$ cat config.mk
export PLATFORM = sky130hd
export DESIGN_NAME = toggle_period_meter_flat
export DESIGN_NICKNAME = d
export VERILOG_FILES = /design/src/rtl/toggle_period_meter_if.sv /design/src/rtl/toggle_period_meter.sv /design/src/flat_wrapper.sv
export SDC_FILE = /design/constraint.sdc
export NUM_CORES = 1
export LEC_CHECK = 0
export ABC_AREA = 1
export CORE_ASPECT_RATIO = 0.6
export CORE_MARGIN = 2
export CORE_UTILIZATION = 45
export DETAILED_ROUTE_END_ITERATION = 12
export GPL_TIMING_DRIVEN = 0
export PLACE_DENSITY = 0.67
export SYNTH_ARGS = -nofsm -noshare
export SYNTH_HDL_FRONTEND = slang
export SYNTH_SLANG_ARGS = --single-unit
export TNS_END_PERCENT = 20
$ cat constraint.sdc
create_clock -name clk -period 6.1 [get_ports clk]
set_input_delay 0.61 -clock clk [delete_from_list [all_inputs] [get_ports clk]]
set_output_delay 0.61 -clock clk [all_outputs]
set_load 0.05 [all_outputs]
$ cat src/rtl/toggle_period_meter_if.sv
// toggle_period_meter_if: control, threshold and result signals of the toggle period meter
interface toggle_period_meter_if #(
  parameter int CNT_W = 32
);
  logic enable;
  logic i_toggle;
  logic [CNT_W-1:0] i_cnt_th;
  logic [CNT_W-1:0] i_tol;
  logic [CNT_W-1:0] o_half_period;
  logic o_valid;
  logic o_match;
  logic o_locked;
  logic o_timeout;
  modport master (
    output enable, i_toggle, i_cnt_th, i_tol,
    input o_half_period, o_valid, o_match, o_locked, o_timeout
  );
  modport slave (
    input enable, i_toggle, i_cnt_th, i_tol,
    output o_half_period, o_valid, o_match, o_locked, o_timeout
  );
endinterface

$ cat src/rtl/toggle_period_meter.sv
// toggle_period_meter: measures toggle half-period in clk cycles, flags tolerance match, lock and timeout
module toggle_period_meter #(
  parameter int CNT_W = 32,
  parameter int SYNC_STAGES = 2,
  parameter int TIMEOUT = 500000000
) (
  input logic clk,
  input logic reset_n,
  toggle_period_meter_if.slave bus
);
  typedef enum logic [1:0] {IDLE, ARM, MEASURE} state_t;
  state_t state, nxt;
  logic [SYNC_STAGES-1:0] sync;
  logic hist, edge_det, tmo_hit, arm_hit, meas, tmo, in_tol, valid, match, timeout;
  logic [CNT_W-1:0] cnt, half, diff;
  logic [1:0] streak;
  assign edge_det = sync[SYNC_STAGES-1] ^ hist;
  assign tmo_hit = (CNT_W+32)'(cnt) == (CNT_W+32)'(TIMEOUT);
  assign diff = cnt > bus.i_cnt_th ? cnt - bus.i_cnt_th : bus.i_cnt_th - cnt;
  assign in_tol = diff <= bus.i_tol;
  assign bus.o_half_period = half;
  assign bus.o_valid = valid;
  assign bus.o_match = match;
  assign bus.o_locked = streak == 2'd2;
  assign bus.o_timeout = timeout;
  always_ff @(posedge clk) begin
    state <= !reset_n ? IDLE : nxt;
  end
  always_comb begin
    arm_hit = bus.enable && state == ARM && edge_det;
    meas = bus.enable && state == MEASURE && edge_det;
    tmo = bus.enable && state == MEASURE && !edge_det && tmo_hit;
    nxt = !bus.enable ? IDLE : state == IDLE ? ARM : arm_hit ? MEASURE : tmo ? ARM : state;
  end
  always_ff @(posedge clk) begin
    if (!reset_n) begin
      sync <= '0;
      hist <= 1'b0;
      cnt <= '0;
      half <= '0;
      valid <= 1'b0;
      match <= 1'b0;
      streak <= '0;
      timeout <= 1'b0;
    end else begin
      sync <= {sync[SYNC_STAGES-2:0], bus.i_toggle};
      hist <= sync[SYNC_STAGES-1];
      valid <= meas;
      half <= meas ? cnt : half;
      match <= meas ? in_tol : match;
      cnt <= nxt != MEASURE ? '0 : (arm_hit || meas) ? CNT_W'(1) : &cnt ? cnt : cnt + CNT_W'(1);
      streak <= nxt != MEASURE ? '0 : !meas ? streak : !in_tol ? '0 : streak == 2'd2 ? streak : streak + 2'd1;
      timeout <= (!bus.enable || arm_hit) ? 1'b0 : tmo ? 1'b1 : timeout;
    end
  end
endmodule

$ cat src/flat_wrapper.sv
// flat-port wrapper written by rule: the top's interface ports become plain ports
module toggle_period_meter_flat 
#(
  parameter int CNT_W = 32,
  parameter int SYNC_STAGES = 2,
  parameter int TIMEOUT = 500000000
)
  (clk, reset_n, bus_enable, bus_i_toggle, bus_i_cnt_th, bus_i_tol, bus_o_half_period, bus_o_valid, bus_o_match, bus_o_locked, bus_o_timeout);
  toggle_period_meter_if #(.CNT_W(CNT_W)) bus_i ();
  input logic clk;
  input logic reset_n;
  input wire logic [$bits(bus_i.enable)-1:0] bus_enable;
  input wire logic [$bits(bus_i.i_toggle)-1:0] bus_i_toggle;
  input wire logic [$bits(bus_i.i_cnt_th)-1:0] bus_i_cnt_th;
  input wire logic [$bits(bus_i.i_tol)-1:0] bus_i_tol;
  output wire logic [$bits(bus_i.o_half_period)-1:0] bus_o_half_period;
  output wire logic [$bits(bus_i.o_valid)-1:0] bus_o_valid;
  output wire logic [$bits(bus_i.o_match)-1:0] bus_o_match;
  output wire logic [$bits(bus_i.o_locked)-1:0] bus_o_locked;
  output wire logic [$bits(bus_i.o_timeout)-1:0] bus_o_timeout;
  assign bus_i.enable = bus_enable;
  assign bus_i.i_toggle = bus_i_toggle;
  assign bus_i.i_cnt_th = bus_i_cnt_th;
  assign bus_i.i_tol = bus_i_tol;
  assign bus_o_half_period = bus_i.o_half_period;
  assign bus_o_valid = bus_i.o_valid;
  assign bus_o_match = bus_i.o_match;
  assign bus_o_locked = bus_i.o_locked;
  assign bus_o_timeout = bus_i.o_timeout;
  toggle_period_meter #(.CNT_W(CNT_W), .SYNC_STAGES(SYNC_STAGES), .TIMEOUT(TIMEOUT)) u_core (.clk(clk), .reset_n(reset_n), .bus(bus_i));
endmodule
Word level (Yosys, flattened, before mapping). Cells that the tools add are included.

Input bits: 68. Flip-flop bits (word level): 74.

Reductions and logical operators: 16. Add/sub/neg operators: 4. Equality and inequality tests: 7. Multiplexer cells: 9. Bitwise operators: 2. $lt $le $gt $ge: 2.

Operators by type and width (number): $sub 32x32->32 (2); $add 32x1->32 const B (1); $eq 32x29->1 const B (1); $gt 32x32->1 (1); $le 32x32->1 (1); $mux 32 (1); $reduce_and 32->1 (1); $mux 2 (6); $logic_and 1x1->1 (6); $eq 2x2->1 const B (2); $ne 2x2->1 const B (2); $reduce_or 2->1 (2); $reduce_or 3->1 (1); $add 2x1->2 const B (1); $eq 2x1->1 const B (1); $logic_not 1->1 (2); $logic_not 2->1 (1); $logic_or 1x1->1 (2); $mux 1 (2); $ne 2x1->1 const B (1); $reduce_and 2->1 (1); $not 1->1 (1); $xor 1x1->1 (1).

Longest topological paths before layout. Gate-level depths: netlist of run 1.

Word-level depth: 10. Gate-level depth with buffers: 33.

Worst setup path after synthesis of run 1. OpenSTA, ideal clock, no wires.

Path type: input port to flip-flop. Start point: input port bus_i_cnt_th[0]. End point: register u_core.streak[0]. Arrival time: 3.328 ns. Library setup time: 0.070 ns. Slack: 2.703 ns. Cell stages on the path: 26. Path buffers: 1. Path through: ha_1 inv_1 fa_1 nand2_1 nand2_1 a21oi_2 o21ai_2 nand2_1 nand2_1 nand2_2 buf_2 nand2_1 nand2_1 inv_1 ha_1 a21oi_1 nor2_1 nor2_1 nand3_1 a21oi_1 nand2_1 nand2_1 nand2_1 nand2_1 nand2_1 a21oi_1.

Word-level cells in the longest chain between the ends: 5. Elaborated cells on any way between the ends: 8. Classes of those cells: add/sub: 2; order compare: 2; eq/ne: 1; mux: 2; reduce/logical: 1.

RTL lines: start, declared (RTL line flat_wrapper.sv:14) `input wire logic [$bits(bus_i.i_cnt_th)-1:0] bus_i_cnt_th;`; $sub 32x32->32 / $gt 32x32->1 (equally long branches) (RTL line toggle_period_meter.sv:19) `assign diff = cnt > bus.i_cnt_th ? cnt - bus.i_cnt_th : bus.i_cnt_th - cnt;`; $mux 32 * (RTL line toggle_period_meter.sv:19); $le 32x32->1 * (RTL line toggle_period_meter.sv:20) `assign in_tol = diff <= bus.i_tol;`; $ne 2x2->1 (no line); $reduce_and 2->1 (no line); end signal, assigned (RTL line toggle_period_meter.sv:52) `streak <= nxt != MEASURE ? '0 : !meas ? streak : !in_tol ? '0 : streak == 2'd2 ? streak : streak + 2'd1;`; end, declared (RTL line toggle_period_meter.sv:16) `logic [1:0] streak;`.

Mark *: on every way between the ends. The rest lies on a longest branch, timed or not. A chain may end at the register's enable or synchronous reset.

Worst setup path in the final report of run 1.
Start point: input port bus_i_cnt_th[27]. End point: register u_core.streak[0].

The elaborated chain is that of the path after synthesis.

==> results.json, run 1 <==
{
  "drtAntennaViolNets": 0,
  "num_clock_sinks": 74,
  "vias": 9339,
  "synth_sequential_area_ratio": 0.176,
  "setup_tns_ns": 0,
  "timing.setup.critical_path_class": "in2reg",
  "route.final.wire_length_um": 30000,
  "crit_arrival_ns": 5.30,
  "grt_remaining_overflow": 0,
  "cts.root.buffer_cell": "sky130_fd_sc_hd__clkbuf_16",
  "synthCells": 1412,
  "synth-warning-count": 0,
  "clock-skew-final_ns": 0.00993,
  "cp_buf_inv_count": 5,
  "number_of_cts_inserted_buffers": 9,
  "slew_of_the_pin_with_the_lowest_slew_margin_ns": 0.883,
  "die_extent_in_y_um": 110,
  "data_required_time_at_the_worst_endpoint_ns": 6.36,
  "dr.pass1.iters": 6,
  "design.die.area_um2": 19900,
  "finalCritPeriodShare": 0.825,
  "worst_ir_drop_vdd_v": 0.000138,
  "first_global_vias": 8191,
  "pin_count_of_the_biggest_net_entering_global_routing": 13,
  "crit_top_cell": "sky130_fd_sc_hd__nand2_1",
  "layout.nets": 1694,
  "synth.area.top_cells": "sky130_fd_sc_hd__dfxtp_1, sky130_fd_sc_hd__nand2_1, sky130_fd_sc_hd__ha_1",
  "route.detailed.drc": 0,
  "antenna_cells": 0,
  "hold_fix_buffers_cts": 0,
  "min_delay_worst_endpoint": "u_core.sync[1]",
  "drc_violation_total_after_the_first_tritonroute_iteration": 922,
  "cts-root-to-sink-buffers": 2,
  "grt.total_usage": 0.298,
  "die-width_um": 181,
  "netlist_area_um2": 8420,
  "status": "finished, final reports clean",
  "detailedPlacementHpwl_um": 25500,
  "end_kind": "flop",
  "clk_latency_ns": 0.33,
  "most_common_cell_after_layout_fill_and_taps_aside": "sky130_fd_sc_hd__nand2_1",
  "slew_headroom": 0.406,
  "rsz0062_at_grt": "false",
  "synth_largest_area_cell": "sky130_fd_sc_hd__dfxtp_1",
  "number_of_distinct_standard_cells_referenced_by_the_synthesized_netlist": 43,
  "setup_slack_of_the_critical_path_after_layout_ns": 1.07,
  "critPathMaxStageDelay_ns": 0.49,
  "detail_route.wl_per_cell_um": 16.9,
  "buffers_on_ports": 103,
  "placement_rows": 38,
  "period_minus_ws_final_ns": 5.03,
  "htree_num_levels": 3,
  "drive_above_1_share": 0.0359,
  "postCtsSetupBuffers": 0,
  "ys_seq_elements": 74,
  "initial_core_util": 0.462,
  "vias_per_std_cell": 5.27,
  "total_power_density_per_cell_area_nw_per_um2": 138,
  "static-leakage-power_nw": 4.88,
  "core_area_um2": 18200,
  "hold_path.class": "reg2reg",
  "cap_violations": 0,
  "regArea_um2": 1480,
  "r2r_start": "u_core.cnt[0]",
  "grt_first_pass_wirelength_um": 45500,
  "ios": 104,
  "timing_max_transition_violations_final": 0,
  "cp_slowest_cell": "sky130_fd_sc_hd__clkdlybuf4s50_1",
  "rr_worst_depth": 26,
  "area_growth_syn_to_layout_pct": 19.6,
  "fill_cells": 1989,
  "hold_violations": 0,
  "max_frequency_mhz": 199,
  "setup-violations-final": 0,
  "hp_start": "u_core.sync[0]",
  "cts_tree": "yes",
  "postCtsResizedCells": 0,
  "endpoint_of_the_worst_slack_reg_to_reg_timing_path": "u_core.streak[0]",
  "multiInputGateArea_um2": 5860,
  "syn_nets": 1580,
  "r2r_slack_ns": 1.22,
  "routability_driven_placement_congestion_ratio": 1.00,
  "syn_area_per_cell_um2": 5.96,
  "most-common-layout-cells": "sky130_fd_sc_hd__nand2_1, sky130_fd_sc_hd__inv_1, sky130_fd_sc_hd__nor2_1",
  "cp-start-kind": "primary input",
  "path_clk_slew_ns": 0.06,
  "initial_antenna_violation_count": 0,
  "dp_worst_setup_slack_ns": 0.874,
  "critPathMaxFanout": 10,
  "yosysTopAreaCellShare": 0.176,
  "number_of_cells_traversed_by_the_worst_hold_path": 2,
  "cpLargestDelayFamily": "simple AND/OR/NAND/NOR gates"
}
==> through the flow <==
stage	total power, mW	util	hold WS [ns]	area [um2]	cells
2_1_floorplan	0.705	-	0.390	8420	1412
3_3_place_gp	0.816	0.535	0.402	9750	1755
3_5_place_dp	0.820	0.535	0.402	9750	1755
4_1_cts	1.39	0.553	0.422	10100	1771
5_1_grt	1.45	0.553	0.444	10100	1771
6_report	1.39	0.553	0.425	10100	1771
==> worst reg2reg max path, stage by stage, from the launching register on <==
cell and delay (ns):
sky130_fd_sc_hd__dfxtp_1 0.36, sky130_fd_sc_hd__clkinv_1 0.26, sky130_fd_sc_hd__ha_1 0.25, sky130_fd_sc_hd__inv_1 0.06
sky130_fd_sc_hd__fa_1 0.47, sky130_fd_sc_hd__nand2_1 0.11, sky130_fd_sc_hd__nand2_1 0.12, sky130_fd_sc_hd__a21oi_2 0.32
sky130_fd_sc_hd__o21ai_2 0.11, sky130_fd_sc_hd__nand2_1 0.07, sky130_fd_sc_hd__nand2_1 0.06, sky130_fd_sc_hd__nand2_2 0.17
sky130_fd_sc_hd__buf_2 0.37, sky130_fd_sc_hd__nand2_1 0.10, sky130_fd_sc_hd__nand2_1 0.07, sky130_fd_sc_hd__inv_1 0.04
sky130_fd_sc_hd__ha_1 0.28, sky130_fd_sc_hd__nand2_1 0.07, sky130_fd_sc_hd__nor2_1 0.14, sky130_fd_sc_hd__nand2_1 0.14
sky130_fd_sc_hd__nor2_1 0.30, sky130_fd_sc_hd__nand4_1 0.29, sky130_fd_sc_hd__nand2_1 0.32, sky130_fd_sc_hd__nand2_1 0.09
sky130_fd_sc_hd__nand2_1 0.08, sky130_fd_sc_hd__nand2_1 0.05, sky130_fd_sc_hd__a21oi_1 0.11
==> layer usage <==
metal | vias to the layer above | part of all wire | track usage
li1 | 4697 | - | -
met1 | 4227 | 0.52 | 0.477
met2 | 407 | 0.36 | 0.393
met3 | 8 | 0.11 | 0.0868
met4 | 0 | 0.0027 | 0.0167
met5 | - | 0 | 0
==> worst max-delay path by stage <==
| stage | from | to | slack (ns) | cells past startpoint |
|---|---|---|---|---|
| finish | bus_i_cnt_th[27] | u_core.streak[0] | 1.07 | 25 |
| global route | bus_i_cnt_th[27] | u_core.streak[0] | 0.70 | 25 |
| CTS | bus_i_cnt_th[27] | u_core.streak[0] | 1.18 | 25 |
| detailed placement | bus_i_cnt_th[25] | u_core.streak[0] | 0.87 | 25 |
| global placement | bus_i_cnt_th[27] | u_core.streak[1] | 0.82 | 25 |
| floorplan | bus_i_cnt_th[0] | u_core.streak[0] | 2.70 | 26 |
==> area by class of cell <==
| cell class | count | share of cell area |
|---|---|---|
| Sequential cell | 74 | 0.147 |
| Tap cell | 240 | 0.0298 |
| Buffer | 27 | 0.0142 |
| Timing Repair Buffer | 103 | 0.102 |
| Clock buffer | 11 | 0.0241 |
| Multi-Input combinational cell | 1062 | 0.582 |
| Clock inverter | 5 | 0.00770 |
| Inverter | 249 | 0.0928 |
==> flip-flops by register name, indices dropped and copies added, names as in the netlist <==
signal / flops
u_core.state: 2
u_core.hist: 1
u_core.bus.o_valid: 1
u_core.sync: 2
u_core.bus.o_half_period: 32
u_core.bus.o_timeout: 1
u_core.streak: 2
u_core.cnt: 32
u_core.bus.o_match: 1
==> power by group <==
group | leakage, nW | total [mW] | switching, mW | internal (mW)
Sequential | 0.596 | 0.485 | 0.000691 | 0.485
Clock | 0.156 | 0.575 | 0.207 | 0.368
Combinational | 4.13 | 0.330 | 0.194 | 0.136
==> logic make-up after synthesis <==
group,count (synthesis),share of synthesized area
simple gates,646,0.316
xor+xnor,67,0.0706
compound gates,249,0.159
flops,74,0.176
fa+ha+maj,100,0.150
buf+inv,276,0.128
==> synthesized netlist by cell type (all sizes together) <==
master / count
clkbuf: 11
nand3: 35
dfxtp: 74
and2: 1
nand2b: 1
nor3: 22
o311ai: 1
nand4: 27
nand3b: 1
buf: 16
a211oi: 1
nor2: 173
a21o: 6
nor4b: 1
xor2: 64
ha: 98
a21oi: 122
a21boi: 6
o21a: 5
inv: 248
xnor2: 3
clkinv: 1
a31oi: 1
o21bai: 7
nor4: 11
o211ai: 7
fa: 2
o21ai: 93
or2: 1
nand2: 373
No activity file was read; power rests on OpenSTA's default activity.
==> run 2: changes to the inputs <==
==> constraint.sdc (replaced) <==
create_clock -name clk -period 4.8 [get_ports clk]
set_input_delay 0.48 -clock clk [delete_from_list [all_inputs] [get_ports clk]]
set_output_delay 0.48 -clock clk [all_outputs]
set_load 0.05 [all_outputs]
==> run 2 against run 1 <==
  * Worst hold slack worse by 0.0012 ns
  * Clock-buffer cell count unchanged
  * First-iteration DRC count up 5.4%
  * Non-clock buffer count up 3
  * Largest cell class unchanged
==> results.json, run 2 (synthesis results as in run 1) <==
{
  "vias_per_std_cell": 5.31,
  "vias": 9418,
  "detail_route.wl_per_cell_um": 17.0,
  "slew_headroom": 0.382,
  "internal-power_mw": 1.26,
  "data_required_time_at_the_worst_endpoint_ns": 5.06,
  "design.die.area_um2": 19900,
  "htree_num_levels": 3,
  "highest_layer": "met4",
  "setup_slack_of_the_critical_path_after_layout_ns": 0.289,
  "die-width_um": 181,
  "drtAntennaViolNets": 0,
  "routability_driven_placement_congestion_ratio": 1.00,
  "cp_slowest_cell": "sky130_fd_sc_hd__a21boi_0",
  "grt_first_pass_wirelength_um": 45500,
  "p_comb_frac": 0.239,
  "dp_worst_setup_slack_ns": -0.296,
  "core_area_um2": 18200,
  "static-leakage-power_nw": 4.91,
  "route.final.wire_length_um": 30100,
  "clock-skew-final_ns": 0.00889,
  "finalCritPeriodShare": 0.940,
  "most-common-layout-cells": "sky130_fd_sc_hd__nand2_1, sky130_fd_sc_hd__inv_1, sky130_fd_sc_hd__nor2_1",
  "period_minus_ws_final_ns": 4.51,
  "netSwitchingFraction": 0.290,
  "drc_violation_total_after_the_first_tritonroute_iteration": 972,
  "cts.root.buffer_cell": "sky130_fd_sc_hd__clkbuf_16",
  "met1_length_um": 15700,
  "dr.pass1.iters": 8,
  "placement_rows": 38,
  "antenna_cells": 0,
  "timing_max_transition_violations_final": 0,
  "number_of_cts_inserted_buffers": 9,
  "final_core_util": 0.558,
  "final_hold_slack_ns": 0.424,
  "initial_core_util": 0.462,
  "worst_ir_drop_vdd_v": 0.000173,
  "timing.setup.critical_path_class": "in2reg",
  "power.clock.fraction": 0.413,
  "hold_path.class": "reg2reg",
  "switching_power_mw": 0.515,
  "grt_remaining_overflow": 0,
  "area_growth_syn_to_layout_pct": 20.7,
  "cp-start-kind": "primary input",
  "wl_met3_um": 3550,
  "layout.nets": 1697,
  "crit_top_cell": "sky130_fd_sc_hd__nand2_1",
  "seq_power_share": 0.348,
  "cts-root-to-sink-buffers": 2,
  "hold_violations": 0,
  "num_clock_sinks": 74,
  "slew_of_the_pin_with_the_lowest_slew_margin_ns": 0.918,
  "drive_above_1_share": 0.0463,
  "total_power_density_per_cell_area_nw_per_um2": 174,
  "buffers_on_ports": 103,
  "most_common_cell_after_layout_fill_and_taps_aside": "sky130_fd_sc_hd__nand2_1",
  "critPathMaxFanout": 6,
  "cts_tree": "yes",
  "rsz0062_at_grt": "false",
  "critPathMaxStageDelay_ns": 0.56,
  "route.detailed.drc": 0,
  "path_clk_slew_ns": 0.06,
  "final_total_power_mw": 1.77,
  "end_kind": "flop",
  "pin_count_of_the_biggest_net_entering_global_routing": 13,
  "detailedPlacementHpwl_um": 25500,
  "max_frequency_mhz": 222,
  "cap_violations": 0,
  "initial_antenna_violation_count": 0,
  "setup-violations-final": 0,
  "ios": 104,
  "crit_arrival_ns": 4.77,
  "grt.total_usage": 0.298,
  "first_global_vias": 8194,
  "clk_latency_ns": 0.33,
  "die_extent_in_y_um": 110,
  "met2RoutedLength_um": 10800,
  "worstPathCellList": "clkdlybuf4s50_1 > inv_1 > ha_1 > a21oi_1 > o21a_1 > a21boi_0 > nand3_1 > xor2_1 > nand2_1 > nand2_1 > inv_1 > ha_1 > nand2_1 > nor2_1 > nand4_1 > nor2_4 > nand4_1 > nand2_2 > nand2_1 > nand2_1 > nand2_1 > a21oi_1",
  "status": "finished, final reports clean"
}
==> run 2: final timing paths <==
kind               startpoint  slack [ns]          endpoint  cells past startpoint
max          bus_i_cnt_th[22]        0.29  u_core.streak[0]                     22
min            u_core.sync[0]        0.42    u_core.sync[1]                      2
max reg2reg     u_core.cnt[1]        0.40  u_core.streak[0]                     23
min reg2reg    u_core.sync[0]        0.42    u_core.sync[1]                      2
==> run 2: final cells by class <==
| cell class | count | area (um2) |
|---|---|---|
| buffer | 27 | 155 |
| clock inverter | 5 | 77.6 |
| multi-input combinational | 1062 | 5910 |
| sequential | 74 | 1480 |
| tap | 240 | 300 |
| timing repair buffer | 106 | 1050 |
| fill | 1984 | 8050 |
| clock buffer | 11 | 243 |
| inverter | 249 | 938 |
==> run 2: metal layers <==
layer,up-vias,GRT usage
met5,-,0
met1,4293,0.477
met4,0,0.0167
met3,12,0.0868
met2,401,0.393
li1,4712,-
==> run 2: timing repair <==
action	CTS	global route
setup buffers	0	3
setup endpoints to repair	2	3
gates resized for setup	1	21
pin swaps	0	3
hold buffers	0	0
==> run 2: metrics by stage <==
step	instances	instance area [um2]	setup TNS, ns
after floorplan	1412	8420	0
after global placement	1755	9750	-0.941
after detailed placement	1755	9750	-0.761
after CTS	1771	10100	0
after global routing	1774	10200	0
final	1774	10200	0
==> run 2: critical path: cells and delay by family <==
kind | cells | cell delay (ns)
compound gates | 4 | 1.17
xor+xnor | 1 | 0.17
fa+ha+maj | 2 | 0.66
buf+inv | 3 | 0.64
simple gates | 12 | 1.64
==> run 2: power groups by stage <==
stage	clock [mW]	combinational, mW	sequential (mW)
CTS	0.732	0.416	0.617
finish	0.733	0.423	0.617
global route	0.755	0.479	0.617
floorplan	0	0.265	0.631
global placement	0	0.406	0.630
detailed placement	0	0.412	0.630
==> run 3: changes to the inputs <==
--- a/config.mk
+++ b/config.mk
@@ -11,7 +11,7 @@
 export CORE_UTILIZATION = 45
 export DETAILED_ROUTE_END_ITERATION = 12
 export GPL_TIMING_DRIVEN = 0
-export PLACE_DENSITY = 0.67
+export PLACE_DENSITY_LB_ADDON = 0.1
 export SYNTH_ARGS = -nofsm -noshare
 export SYNTH_HDL_FRONTEND = slang
 export SYNTH_SLANG_ARGS = --single-unit
==> run 3 against run 2 <==
  * Power decreased by 7.1%
  * Global-route usage decreased by 0.26 points
  * Cell count shrank 0.11%
  * Sequential share of layout area is 0.14 points higher
  * Clock-buffer cell count down 1
  * Largest cell class unchanged
  * Sequential power is essentially flat
  * Clock skew grew 0.0014 ns
  * Flip-flop and latch count unchanged
==> results.json, run 3 (synthesis results as in run 1) <==
{
  "cpLargestDelayFamily": "simple AND/OR/NAND/NOR gates",
  "drc_violation_total_after_the_first_tritonroute_iteration": 996,
  "final_total_power_mw": 1.65,
  "dr.pass1.iters": 5,
  "status": "finished, final reports clean",
  "dp_worst_setup_slack_ns": -0.277,
  "slew_headroom": 0.267,
  "path_clk_slew_ns": 0.06,
  "grt_first_pass_wirelength_um": 45300,
  "area_growth_syn_to_layout_pct": 19.5,
  "vias_per_std_cell": 5.26,
  "die_extent_in_y_um": 110,
  "slew_of_the_pin_with_the_lowest_slew_margin_ns": 1.09,
  "setup_slack_of_the_critical_path_after_layout_ns": 0.205,
  "timing.setup.critical_path_class": "in2reg",
  "cp_buf_inv_count": 4,
  "pin_count_of_the_biggest_net_entering_global_routing": 13,
  "timing_max_transition_violations_final": 0,
  "cts_tree": "yes",
  "ios": 104,
  "initial_antenna_violation_count": 0,
  "number_of_cells_traversed_by_the_worst_hold_path": 2,
  "end_kind": "flop",
  "most_common_cell_after_layout_fill_and_taps_aside": "sky130_fd_sc_hd__nand2_1",
  "multiInputGateArea_um2": 5890,
  "routability_driven_placement_congestion_ratio": 0.979,
  "route.detailed.drc": 0,
  "place.detailed.instances": 1755,
  "initial_core_util": 0.462,
  "layout.nets": 1696,
  "htree_num_levels": 3,
  "clk_latency_ns": 0.34,
  "first_global_vias": 8172,
  "route.final.wire_length_um": 29600,
  "crit_top_cell": "sky130_fd_sc_hd__nand2_1",
  "period_minus_ws_final_ns": 4.60,
  "rr_worst_depth": 23,
  "clock-skew-final_ns": 0.0103,
  "number_of_cts_inserted_buffers": 9,
  "rsz0062_at_grt": "false",
  "regArea_um2": 1480,
  "total_power_density_per_cell_area_nw_per_um2": 164,
  "cap_violations": 0,
  "critPathMaxStageDelay_ns": 0.51,
  "design_area_um2": 10100,
  "most-common-layout-cells": "sky130_fd_sc_hd__nand2_1, sky130_fd_sc_hd__inv_1, sky130_fd_sc_hd__nor2_1",
  "critPathMaxFanout": 7,
  "drive_above_1_share": 0.0405,
  "setup_tns_ns": 0,
  "grt_remaining_overflow": 0,
  "num_clock_sinks": 74,
  "max_frequency_mhz": 218,
  "vias": 9318,
  "drtAntennaViolNets": 0,
  "buffers_on_ports": 103,
  "detailedPlacementHpwl_um": 24900,
  "antenna_cells": 0,
  "grt.total_usage": 0.295,
  "cp-start-kind": "primary input",
  "finalCritPeriodShare": 0.957,
  "r2r_slack_ns": 0.36,
  "hold_violations": 0,
  "fill_cells": 1896,
  "crit_arrival_ns": 4.85,
  "cts-root-to-sink-buffers": 2,
  "static-leakage-power_nw": 4.88,
  "placement_rows": 38,
  "setup-violations-final": 0,
  "hold_path.class": "reg2reg",
  "detail_route.wl_per_cell_um": 16.7,
  "worst_ir_drop_vdd_v": 0.000227,
  "finalNonFillerCells": 1772,
  "core_area_um2": 18200,
  "data_required_time_at_the_worst_endpoint_ns": 5.05,
  "die-width_um": 181,
  "postPlaceCellArea_um2": 9750,
  "design.die.area_um2": 19900,
  "cp_slowest_cell": "sky130_fd_sc_hd__clkdlybuf4s50_1",
  "cts.root.buffer_cell": "sky130_fd_sc_hd__clkbuf_16",
  "worstSetupPathDepth": 26
}
run 3: path summary, 6_finish.rpt:
kind	start	to
worst max-delay path	bus_i_cnt_th[7]	u_core.streak[0]
worst min-delay path	u_core.sync[0]	u_core.sync[1]
worst max register to register	u_core.cnt[1]	u_core.streak[0]
worst min register to register	u_core.sync[0]	u_core.sync[1]
run 3: layout make-up:
type,instances,share of cell area
Inverter,249,0.0932
Clock inverter,5,0.00323
Timing Repair Buffer,105,0.104
Tap cell,240,0.0298
Sequential cell,74,0.147
Multi-Input combinational cell,1062,0.585
Clock buffer,10,0.0228
Buffer,27,0.0147
run 3: worst register-to-register path: cells and delay by family (launching register included):
kind	cells	cell delay [ns]
AO/OA/AOI/OAI	3	0.85
adder cells (fa/ha/maj)	2	0.80
buffers and inverters	2	0.27
flip-flops	1	0.48
AND/OR/NAND/NOR	16	1.98
run 3: power by group:
| part | switching, mW | internal, mW |
|---|---|---|
| clock network | 0.261 | 0.346 |
| logic | 0.247 | 0.175 |
| registers | 0.000874 | 0.616 |
run 3: through the flow:
step                      utilization  hold slack [ns]
after detailed placement        0.535            0.397
final                           0.553            0.410
after global routing            0.553            0.435
after CTS                       0.550            0.411
after global placement          0.535            0.395
after floorplan                     -            0.390
run 3: what timing repair did:
item | 4_1_cts | 5_1_grt
endpoints found under the setup margin | 0 | 3
setup buffers | 0 | 2
hold buffers | 0 | 0
resized for setup | 0 | 13
run 3: per-layer routing:
metal  global-route usage  vias up  wire length (um)
met1                0.472     4201             15400
met4               0.0242        0                79
met3               0.0951        8              3570
li1                     -     4699                 -
met2                0.381      410             10500
met5                    0        -                 0
